--- config.mk ---
export PLATFORM = sky130hd
export DESIGN_NAME = occ_rom_arbiter
export DESIGN_NICKNAME = d
export VERILOG_FILES = /design/src/rtl/occ_rom_arbiter_pkg.sv /design/src/rtl/occ_rom_arbiter_rr.sv /design/src/rtl/occ_rom_arbiter.sv
export SDC_FILE = /design/constraint.sdc
export NUM_CORES = 1
export LEC_CHECK = 0
export CORE_MARGIN = 5
export CORE_UTILIZATION = 45
export CTS_CLUSTER_SIZE = 8
export DETAILED_ROUTE_END_ITERATION = 6
export GPL_TIMING_DRIVEN = 0
export PLACE_DENSITY = 0.8
export SYNTH_ARGS = -nofsm -noshare
export SYNTH_HDL_FRONTEND = slang
export SYNTH_SLANG_ARGS = --single-unit
--- constraint.sdc ---
create_clock -name clk -period 11.15 [get_ports clk]
set_input_delay 2.23 -clock clk [delete_from_list [all_inputs] [get_ports clk]]
set_output_delay 2.23 -clock clk [all_outputs]
set_load 0.01 [all_outputs]
--- src/rtl/occ_rom_arbiter_pkg.sv ---
// Shared definitions for the rom_Occ arbiter: base codes, address width and
// the Occ byte-lane selection used when a ROM word comes back.
package occ_rom_arbiter_pkg;

  localparam int unsigned OCC_ADDR_W = 8;

  // Base codes double as the byte-lane index into a rom_Occ word.
  typedef enum logic [1:0] {
    BaseA = 2'd0,
    BaseC = 2'd1,
    BaseG = 2'd2,
    BaseT = 2'd3
  } base_e;

  // Tag carried alongside each request through the ROM access stages.
  typedef struct packed {
    logic  valid;
    logic  zero;
    base_e base;
  } occ_tag_t;

  // A=[7:0], C=[15:8], G=[23:16], T=[31:24].
  function automatic logic [7:0] occ_byte(input logic [31:0] word, input base_e base);
    logic [7:0] b;
    unique case (base)
      BaseA:   b = word[7:0];
      BaseC:   b = word[15:8];
      BaseG:   b = word[23:16];
      BaseT:   b = word[31:24];
      default: b = 8'h00;
    endcase
    return b;
  endfunction

endpackage

--- src/rtl/occ_rom_arbiter_rr.sv ---
// Combinational round-robin arbiter: picks the lowest requesting index at or
// after ptr (wrapping), returning a one-hot grant and its encoded index.
module occ_rom_arbiter_rr #(
  parameter int unsigned NREQ = 4,
  parameter int unsigned IDX_W = (NREQ > 1) ? $clog2(NREQ) : 1
) (
  input  logic [NREQ-1:0]  req,
  input  logic [IDX_W-1:0] ptr,
  output logic [NREQ-1:0]  gnt,
  output logic [IDX_W-1:0] idx
);

  int unsigned     cand_int;
  logic [IDX_W-1:0] cand;
  logic            found;

  // Scan candidates in rotated order starting at ptr; first hit wins.
  always_comb begin
    gnt      = '0;
    idx      = '0;
    found    = 1'b0;
    cand_int = 0;
    cand     = '0;
    for (int unsigned off = 0; off < NREQ; off++) begin
      cand_int = (32'(ptr) + off) % NREQ;
      cand     = cand_int[IDX_W-1:0];
      if (!found && req[cand]) begin
        found     = 1'b1;
        gnt[cand] = 1'b1;
        idx       = cand;
      end
    end
  end

endmodule

--- src/rtl/occ_rom_arbiter.sv ---
// Shares the single-port rom_Occ between backtracking lanes. Grants one lane
// per cycle round-robin, issues k-1 to the ROM, and returns the base-selected
// Occ byte to that lane exactly three edges after acceptance.
module occ_rom_arbiter
  import occ_rom_arbiter_pkg::*;
#(
  parameter int unsigned NREQ   = 4,
  parameter int unsigned ADDR_W = OCC_ADDR_W
) (
  input  logic                     clk,
  input  logic                     rst_n,
  input  logic [NREQ-1:0]          req,
  input  logic [NREQ*ADDR_W-1:0]   req_k,
  input  logic [NREQ*2-1:0]        req_base,
  output logic [NREQ-1:0]          gnt,
  output logic                     ce_rom_Occ,
  output logic [ADDR_W-1:0]        addr_rom_Occ,
  input  logic [31:0]              data,
  output logic [NREQ-1:0]          rsp_valid,
  output logic [7:0]               rsp_data
);

  localparam int unsigned IdxW = (NREQ > 1) ? $clog2(NREQ) : 1;

  logic [IdxW-1:0]   ptr_q, ptr_d, gnt_idx;
  logic [NREQ-1:0]   gnt_raw;
  logic              transfer;
  logic [ADDR_W-1:0] sel_k;
  base_e             sel_base;
  occ_tag_t          s1_q, s2_q, s1_d;
  logic [IdxW-1:0]   s1_id_q, s2_id_q;
  logic [NREQ-1:0]   rsp_valid_d;

  occ_rom_arbiter_rr #(
    .NREQ  (NREQ),
    .IDX_W (IdxW)
  ) u_rr (
    .req (req),
    .ptr (ptr_q),
    .gnt (gnt_raw),
    .idx (gnt_idx)
  );

  // Select the winning lane's operands and form the next pointer and tag.
  always_comb begin
    gnt      = gnt_raw & {NREQ{rst_n}};
    transfer = |gnt;
    sel_k    = req_k[gnt_idx*ADDR_W +: ADDR_W];
    sel_base = base_e'(req_base[gnt_idx*2 +: 2]);
    ptr_d    = ptr_q;
    if (transfer) begin
      ptr_d = (gnt_idx == IdxW'(NREQ - 1)) ? '0 : gnt_idx + IdxW'(1);
    end
    s1_d = '{valid: transfer, zero: (sel_k == '0), base: sel_base};
  end

  // Decode the S2 lane id into the one-hot response strobe.
  always_comb begin
    rsp_valid_d = '0;
    for (int unsigned i = 0; i < NREQ; i++) begin
      rsp_valid_d[i] = s2_q.valid && (s2_id_q == IdxW'(i));
    end
  end

  // Pointer, ROM issue registers, two-stage tag pipeline and response capture.
  always_ff @(posedge clk or negedge rst_n) begin
    if (!rst_n) begin
      ptr_q        <= '0;
      ce_rom_Occ   <= 1'b0;
      addr_rom_Occ <= '0;
      s1_q         <= '0;
      s1_id_q      <= '0;
      s2_q         <= '0;
      s2_id_q      <= '0;
      rsp_valid    <= '0;
      rsp_data     <= '0;
    end else begin
      ptr_q      <= ptr_d;
      // k == 0 means Occ(-1) = 0: skip the ROM but keep the slot for ordering.
      ce_rom_Occ <= transfer && (sel_k != '0);
      if (transfer) begin
        addr_rom_Occ <= (sel_k != '0) ? sel_k - ADDR_W'(1) : '0;
      end
      s1_q      <= s1_d;
      s1_id_q   <= gnt_idx;
      s2_q      <= s1_q;
      s2_id_q   <= s1_id_q;
      rsp_valid <= rsp_valid_d;
      if (s2_q.valid) begin
        rsp_data <= s2_q.zero ? 8'h00 : occ_byte(data, s2_q.base);
      end
    end
  end

endmodule

---- Word level (Yosys, flattened, before mapping) ----
Index checks and enable logic that the tools add are counted.
storage, ports and cells
  bits in registers ....................... 35
  input bits .............................. 78
  output and inout port bits .............. 25
  logic and storage cells ................. 90
cells by class
  add/subtract/negate cells ............... 5
  $lt $le $gt $ge ......................... 8
  equality and inequality tests ........... 7
  shift operators ......................... 2
  multiplexer cells ....................... 31
  bitwise gates (word level) .............. 4
  reduce and logical (&&, ||, !) cells .... 20
operator list
  kind                                                                          number
  8-bit one-hot mux with 4 select lines                                         1
  32-bit by 6-bit indexed part select with 8-bit output                         1
  4-bit two-way mux                                                             4
  8-bit two-way mux                                                             2
  1-bit logical AND                                                             12
  2-bit by 3-bit less-than comparator with 1-bit output, second input constant  4
  4-bit OR                                                                      3
  1-bit two-way mux                                                             11
  2-bit == test, second input constant                                          5
  2-bit two-way mux                                                             5
  1-bit binary-select mux with 2-bit select                                     4
  1-bit demux with 2-bit select                                                 4
  2-bit by 1-bit >= comparator with 1-bit output, second input constant         4
  8-bit zero test                                                               1
  8-bit nonzero test                                                            1
  8-bit by 4-bit indexed part select with 2-bit output                          1
  8-bit by 1-bit subtractor with 8-bit output, second input constant            1
  2-bit by 1-bit adder with 2-bit output, second input constant                 2
  2-bit adder, second input constant                                            2
  4-bit AND                                                                     1
  2-bit by 1-bit == test with 1-bit output, second input constant               2
  2-bit zero test                                                               2
  4-bit OR reduction                                                            1
  1-bit zero test                                                               3

---- Depth between registers and ports, before layout ----
  word-level depth ........................ 15
  mapped depth ............................ 15
  depth with buffers taken out ............ 12

---- Hierarchy ----
A second synthesis with hierarchy kept.
unflattened totals
  cells, all modules ...................... 193
  area, all modules ....................... 2277.2 um^2
by module, submodules not included
  module              instances  cells each  area an instance (um^2)  sequential area each (um^2)
  occ_rom_arbiter     1          145         1838.0                   875.8
  occ_rom_arbiter_rr  1          48          439.2                    0.0

---- Worst setup path after synthesis ----
No wires, ideal clock.
  path kind ............................... input to output
  start ................................... input port req[2]
  end ..................................... output port gnt[3]
  data arrival time ....................... 3.454 ns
  slack ................................... 5.466 ns
  stages on the path ...................... 6
  path through ............................ buf_2 -> mux4_2 -> nand3b_1 -> a31oi_1 -> o21ai_0 -> inv_1
between the ends
  cells in the longest elaborated chain, start to end .. 13
  elaborated cells between the ends (all ways) .. 25
  classes of those cells .................. mux: 15; bitwise: 4; reduce/logical: 6
RTL lines
  element                                    line                      source
  start, declared                            occ_rom_arbiter.sv:12     input logic [NREQ-1:0] req,
  1-bit binary-select mux with 2-bit select  occ_rom_arbiter_rr.sv:27  if (!found && req[cand]) begin
  1-bit two-way mux (implied by the code)    occ_rom_arbiter_rr.sv:27
  1-bit two-way mux                          occ_rom_arbiter_rr.sv:27
  1-bit zero test                            occ_rom_arbiter_rr.sv:27
  1-bit logical AND                          occ_rom_arbiter_rr.sv:27
  1-bit two-way mux                          occ_rom_arbiter_rr.sv:27
  1-bit zero test                            occ_rom_arbiter_rr.sv:27
  1-bit logical AND                          occ_rom_arbiter_rr.sv:27
  1-bit two-way mux                          occ_rom_arbiter_rr.sv:27
  1-bit zero test                            occ_rom_arbiter_rr.sv:27
  1-bit logical AND                          occ_rom_arbiter_rr.sv:27
  4-bit two-way mux (*)                      occ_rom_arbiter_rr.sv:27
  4-bit AND (*)                              occ_rom_arbiter.sv:46     gnt = gnt_raw & {NREQ{rst_n}};
  end, declared                              occ_rom_arbiter.sv:15     output logic [NREQ-1:0] gnt,
Mark *: on every way between the ends. The rest lies on a longest branch, timed or not. The select of a mux whose other input is x is not followed.

---- Worst setup path in the final report ----
  start ................................... input port req[3]
  end ..................................... output port gnt[2]
Same word-level chain as after synthesis.

==> results.toml <==
[sta]
tightest_slew_ns = 0.798
fin_crit_ns = 6.84
clock_skew_ns = 0.00480
maxSlewViolCount = 0
hold_viol = 0
finalCritPeriodShare_pct = 61.4
rsz0062_at_grt = "no"
max_freq_mhz = 146
finalSetupViolCount = 0
fin_tns_setup_ns = 0
relSlewSlack_pct = 46.8

[setup_path]
reg2reg_from = "ptr_q[0]"
slowest_delay_ns = 0.55
ff2ff_path_depth = 15
crit_path_start_kind = "primary input"
crit_slowest_cell = "o21ai_0"
cp_top_family = "buffers and inverters"
r2r_setup_slack_ns = 6.54
worst_setup_path_end_kind = "output port"
cp.required_ns = 8.92
r2r-end = "addr_rom_Occ[2]"
path_buf_inv = 4
crit_arrival_ns = 4.61
crit_type = "primary input to output port"
cp_cell_sequence = "clkdlybuf4s50_1 > clkbuf_2 > and3b_1 > o21ai_0 > a21boi_0 > o21ai_0 > inv_1 > clkdlybuf4s50_1"
cp_max_fo = 10

[cts]
cts_buffers = 5
cts_num_sinks = 35
clk_root_buffer_cell = "clkbuf_8"
postCtsSetupBuffers = 0
cts_tree = "built"
clockBufferDepth = 2
htreeDepth = 2
clkTransAtPathRegs_ns = 0.07
clkLatencyLatePin_ns = 0.29
hold_buffers = 0
cts.repair.resized = 0

[synth]
ys.warnings.count = 0
synth_top_family_by_area = "multiplexers"
syn_avg_cell_area_um2 = 9.64
synth-compound-area-share_pct = 15.3
syn_area_mm2 = 0.00260
synth_edf_count = 0
synthMuxAreaShare_pct = 20.3
synthCells = 270
synth_top_flop_cell = "dfrtp_1"
synthXorXnorAreaFrac_pct = 0.673
synth-seq-cells = 35
synthArstFlopShare_pct = 100
synthSimpleGateAreaFrac_pct = 16.0
yosys.cell_types.count = 55
synth_adder_area_share_pct = 4.32
syn-num-nets = 357
ys_seq_area_share_pct = 33.6

[global_routing]
overflow = 0
met3_usage_pct = 5.86
antenna_found_initial = 0
grt_pass1_wl_um = 11600
grt_use_met1_pct = 25.3
grt_start_max_net_pins = 40
gr-usage-met2_pct = 32.2
grt_use_total_pct = 19.6
grt_pass1_vias = 2494
top_usage_layer = "met2"

[pwr]
switching_power_uw = 435
sequentialPowerShare_pct = 21.9
swShare_pct = 42.5
power_uw = 1020
ir_drop_mv = 0.155
power_density_mw_per_mm2 = 271
clkPwrFrac_pct = 8.6
leakage_uw = 0.00168
internal_power_uw = 587
combPwrFrac_pct = 69.5

[placed_design]
port-buffer-count = 100
hpwl_um = 5570
placed_area_mm2 = 0.00369
place.gp.congestion = 0.840

[drt]
viasPerCell = 5.37
drt_drc_violations_left = 0
drt_iter0_drc = 83
ant_nets = 0
vias = 2415
postRouteWirelength_um = 6910
wl_per_cell_um = 15.3
firstDrtPassIters = 4

[cells_and_area]
utilization_pct = 67.7
stdcell_area_mm2 = 0.00377
antenna_cells = 0
drive_gt1_share_pct = 11.9
area_delta_synth_final_pct = 45.0
fill_cells = 457
nNetsFinal = 464

[die]
die_area_mm2 = 0.00741
fp.dieH_um = 86.1
core_mm2 = 0.00557
die_w_um = 86.1
start_util_pct = 46.7
rows = 27
io_pins = 103

[min_path]
min-delay-start = "s1_q[1]"
hold_end = "s2_q[1]"
hp-class = "flip-flop to flip-flop"
whs_path_depth = 0

[run_status]
outcome = "finished, final reports clean"

[job]
max_cap_violations = 0
cells in the final DEF, fill, tap and decap left out, drive strengths merged, types with 2 or more instances in the layout:
| cell type | count |
|---|---|
| a21boi | 4 |
| nor3 | 2 |
| o31ai | 3 |
| clkinv | 2 |
| nand2b | 2 |
| a211oi | 3 |
| nor2b | 5 |
| ha | 9 |
| clkdlybuf4s50 | 99 |
| nand3b | 4 |
| inv | 44 |
| a21oi | 2 |
| a31oi | 11 |
| buf | 9 |
| o211a | 2 |
| mux2 | 3 |
| o21ai | 8 |
| o211ai | 3 |
| and3b | 3 |
| and3 | 5 |
| clkbuf | 14 |
| nor2 | 19 |
| nand3 | 3 |
| nand2 | 27 |
| mux2i | 6 |
| nor3b | 3 |
| dfrtp | 35 |
| xnor2 | 2 |
| o22ai | 10 |
| and2 | 2 |
| o311ai | 3 |
| mux4 | 19 |
worst max-delay path by stage:
stage | end | startpoint | depth (start not counted) | slack, ns
after floorplan | gnt[3] | req[2] | 6 | 5.47
after global routing | gnt[3] | req[3] | 8 | 4.13
after CTS | gnt[3] | req[3] | 8 | 4.30
after detailed placement | gnt[3] | req[3] | 8 | 4.31
after global placement | gnt[3] | rst_n | 4 | 4.04
final | gnt[2] | req[3] | 8 | 4.31
logic make-up (layout without fill, tap and decap cells):
kind of cell / count (synthesis) / in the layout
AO/OA/AOI/OAI: 54 / 54
AND/OR/NAND/NOR: 81 / 81
buffers and inverters: 61 / 169
XOR/XNOR: 2 / 2
multiplexers: 28 / 28
flip-flops: 35 / 35
adder cells (fa/ha/maj): 9 / 9
power groups by stage:
stage / logic [uW] / registers [uW] / clock network (uW)
3_3_place_gp: 698 / 225 / 0
4_1_cts: 714 / 225 / 90.8
2_1_floorplan: 475 / 240 / 0
6_report: 710 / 224 / 87.4
5_1_grt: 789 / 233 / 97.2
3_5_place_dp: 711 / 228 / 0
area by class of cell:
cell class | instances | area (um^2) | share of cell area (%)
Tap cell | 72 | 90.1 | 2.39
Clock buffer | 6 | 72.6 | 1.92
Sequential cell | 35 | 876 | 23.2
Inverter | 45 | 169 | 4.47
Clock inverter | 2 | 12.5 | 0.331
Buffer | 16 | 85.1 | 2.25
Timing Repair Buffer | 100 | 996 | 26.4
Multi-Input combinational cell | 174 | 1470 | 39.0
sequential cells by signal, indices dropped and copies added (netlist names):
signal	cells
s2_id_q	2
ce_rom_Occ	1
s1_id_q	2
rsp_data	8
s1_q	4
ptr_q	2
s2_q	4
rsp_valid	4
addr_rom_Occ	8
Yosys cell counts (2+ instances only):
master,instances,area (um^2)
a211oi_1,3,22.5
a21boi_0,4,30.0
a21oi_1,2,10.0
a31oi_1,11,68.8
and2_1,2,12.5
and3_1,5,31.3
and3b_1,3,26.3
buf_2,4,20.0
buf_6,2,22.5
clkbuf_1,7,26.3
dfrtp_1,35,876
ha_1,9,113
inv_1,43,161
mux2_2,3,33.8
mux2i_1,5,50.1
mux4_2,18,405
nand2_1,27,101
nand2b_1,2,12.5
nand3_1,3,15.0
nand3b_1,4,30.0
nor2_1,19,71.3
nor2b_1,5,31.3
nor3b_1,3,22.5
o211a_1,2,20.0
o211ai_1,2,15.0
o21ai_0,6,30.0
o22ai_1,9,56.3
o311ai_0,2,17.5
o31ai_1,3,22.5
xnor2_1,2,17.5
metal layers:
layer,up-vias,routed length (um),share of wire (%)
met5,-,0,0
met3,6,784,11
met4,0,68,0.98
li1,1170,-,-
met1,1130,2950,43
met2,109,3100,45
per-stage QoR:
stage / hold WS [ns] / std cells / worst slack, ns
CTS: 0.351 / 450 / 4.30
finish: 0.349 / 450 / 4.31
detailed placement: 0.336 / 442 / 4.31
global placement: 0.331 / 442 / 4.04
global route: 0.360 / 450 / 4.13
floorplan: 0.331 / 270 / 5.47
No activity file was read; power rests on OpenSTA's default activity.
==> edit, RTL diff (config.mk and constraints unchanged) <==
Set the package constant `OCC_ADDR_W` to 9 (it was 8).
--- a/src/rtl/occ_rom_arbiter_pkg.sv
+++ b/src/rtl/occ_rom_arbiter_pkg.sv
@@ -4,3 +4,3 @@
 
-  localparam int unsigned OCC_ADDR_W = 8;
+  localparam int unsigned OCC_ADDR_W = 9;
 
Ports: changed (resized addr_rom_Occ and req_k); port bits go from 103 to 108. No check against the original RTL was run, so the function may have changed too.
==> edit against the original RTL <==
Power increased by 27%. Sequential cell count rose by 1. Cell area is 8.8% higher. Hold slack gained 3.8 ps. Wire length grew 25%. Synthesized area grew 9.9%. Core utilization decreased by 2.3 points. Worst setup slack worse by 400 ps. Critical endpoint is now gnt[1]. Largest power group unchanged. Highest routed layer unchanged.
==> edit: results (changes against the original RTL) <==
| Metric | Value |
|---|---|
| Status | completed |
| Top flop regs | addr_rom_Occ (9), rsp_data (8) |
| GRT Total Usage | 0.211 (+0.0157) |
| Slew margin rel. | 0.427 (-0.0415) |
| Nets | 516 (+11%) |
| R2R cell count | 20 (+5) |
| Avg WL per Cell | 17.2 um (+12%) |
| List of most frequent post-synthesis cells | nand2_1, dfrtp_1, inv_1, o21ai_0, nand3_1 |
| XOR/XNOR share of the synthesized area | 0.0184 (+0.0116) |
| Worst EP arrival | 5010 ps (+400 ps) |
| Clock Path Buffers | 2 (unchanged) |
| Area after DPL | 4020 sq um (+8.8%) |
| Net Sw Power | 0.615 mW (+42%) |
| First-pass GRT wire length | 14400 um (+24%) |
| Via density | 5.79 (+7.8%) |
| Synthesized net count | 403 (+13%) |
| HPWL Detailed | 6920 um (+24%) |
| Adder-cell area share of the yosys netlist | 0.0393 (-0.00391) |
| CP max stage delay | 570 ps (+20 ps) |
| Pin count of the biggest net entering global routing | 41 (+2.5%) |
| Count of different cell masters after synthesis | 64 (+16%) |
| CP max stage cell | clkdlybuf4s50_1 |
| Post-CTS Setup Inserts | 0 (unchanged) |
| Worst VDD drop | 0.182 mV (+18%) |
| Post-synthesis mux area share | 0.130 (-0.0730) |
| DRT Pass-1 Iters | 6 (+2) |
| Ranking of synthesized cells by area | dfrtp_1, mux4_2, nand2_1 |
| Lkg Pwr | 1.71 nW (+2.1%) |
## edit: logic make-up (layout without fill, tap and decap cells)
family | count (synthesis) | count (layout)
buf+inv | 51 | 165
simple gates | 102 | 102
flops | 36 | 36
mux | 22 | 22
xor+xnor | 6 | 6
compound gates | 86 | 86
fa+ha+maj | 9 | 9
## edit: per-layer routing
layer  routed length, um  vias up  share of wire  track usage
li1                    -     1374              -            -
met1                3510     1363           0.41        0.268
met2                4330      159           0.50        0.358
met3                 649       14          0.075       0.0459
met4                 155        0          0.018       0.0668
met5                   0        -              0            0
## edit: layout make-up
type | count | area, sq um
well taps | 77 | 96.3
clock buffers | 8 | 90.1
plain buffers | 20 | 104
inverters | 31 | 130
repair buffers | 106 | 1060
multi-input cells | 225 | 1730
fillers | 521 | 2170
flip-flops and latches | 36 | 901
## edit: power groups by stage
| stage | logic [mW] | clock network, mW | registers, mW |
|---|---|---|---|
| 2_1_floorplan | 0.668 | 0 | 0.243 |
| 3_3_place_gp | 0.943 | 0 | 0.227 |
| 3_5_place_dp | 0.971 | 0 | 0.231 |
| 4_1_cts | 0.976 | 0.0942 | 0.228 |
| 5_1_grt | 1.08 | 0.100 | 0.236 |
| 6_report | 0.982 | 0.0914 | 0.228 |
## edit: path summary, 6_finish.rpt
check / end / from / slack (ps)
min: s2_q[3] / s1_q[3] / 350
max reg2reg: addr_rom_Occ[3] / ptr_q[0] / 5420
min reg2reg: s2_q[3] / s1_q[3] / 350
max: gnt[1] / req[1] / 3910
min in group asynchronous: rsp_valid[3] / rst_n / 2040
max in group asynchronous: s2_q[3] / rst_n / 8620
## edit: per-stage QoR
stage          std cells  hold WS, ps
2_1_floorplan        312          331
3_3_place_gp         495          333
3_5_place_dp         495          336
4_1_cts              503          351
5_1_grt              503          360
6_report             503          352
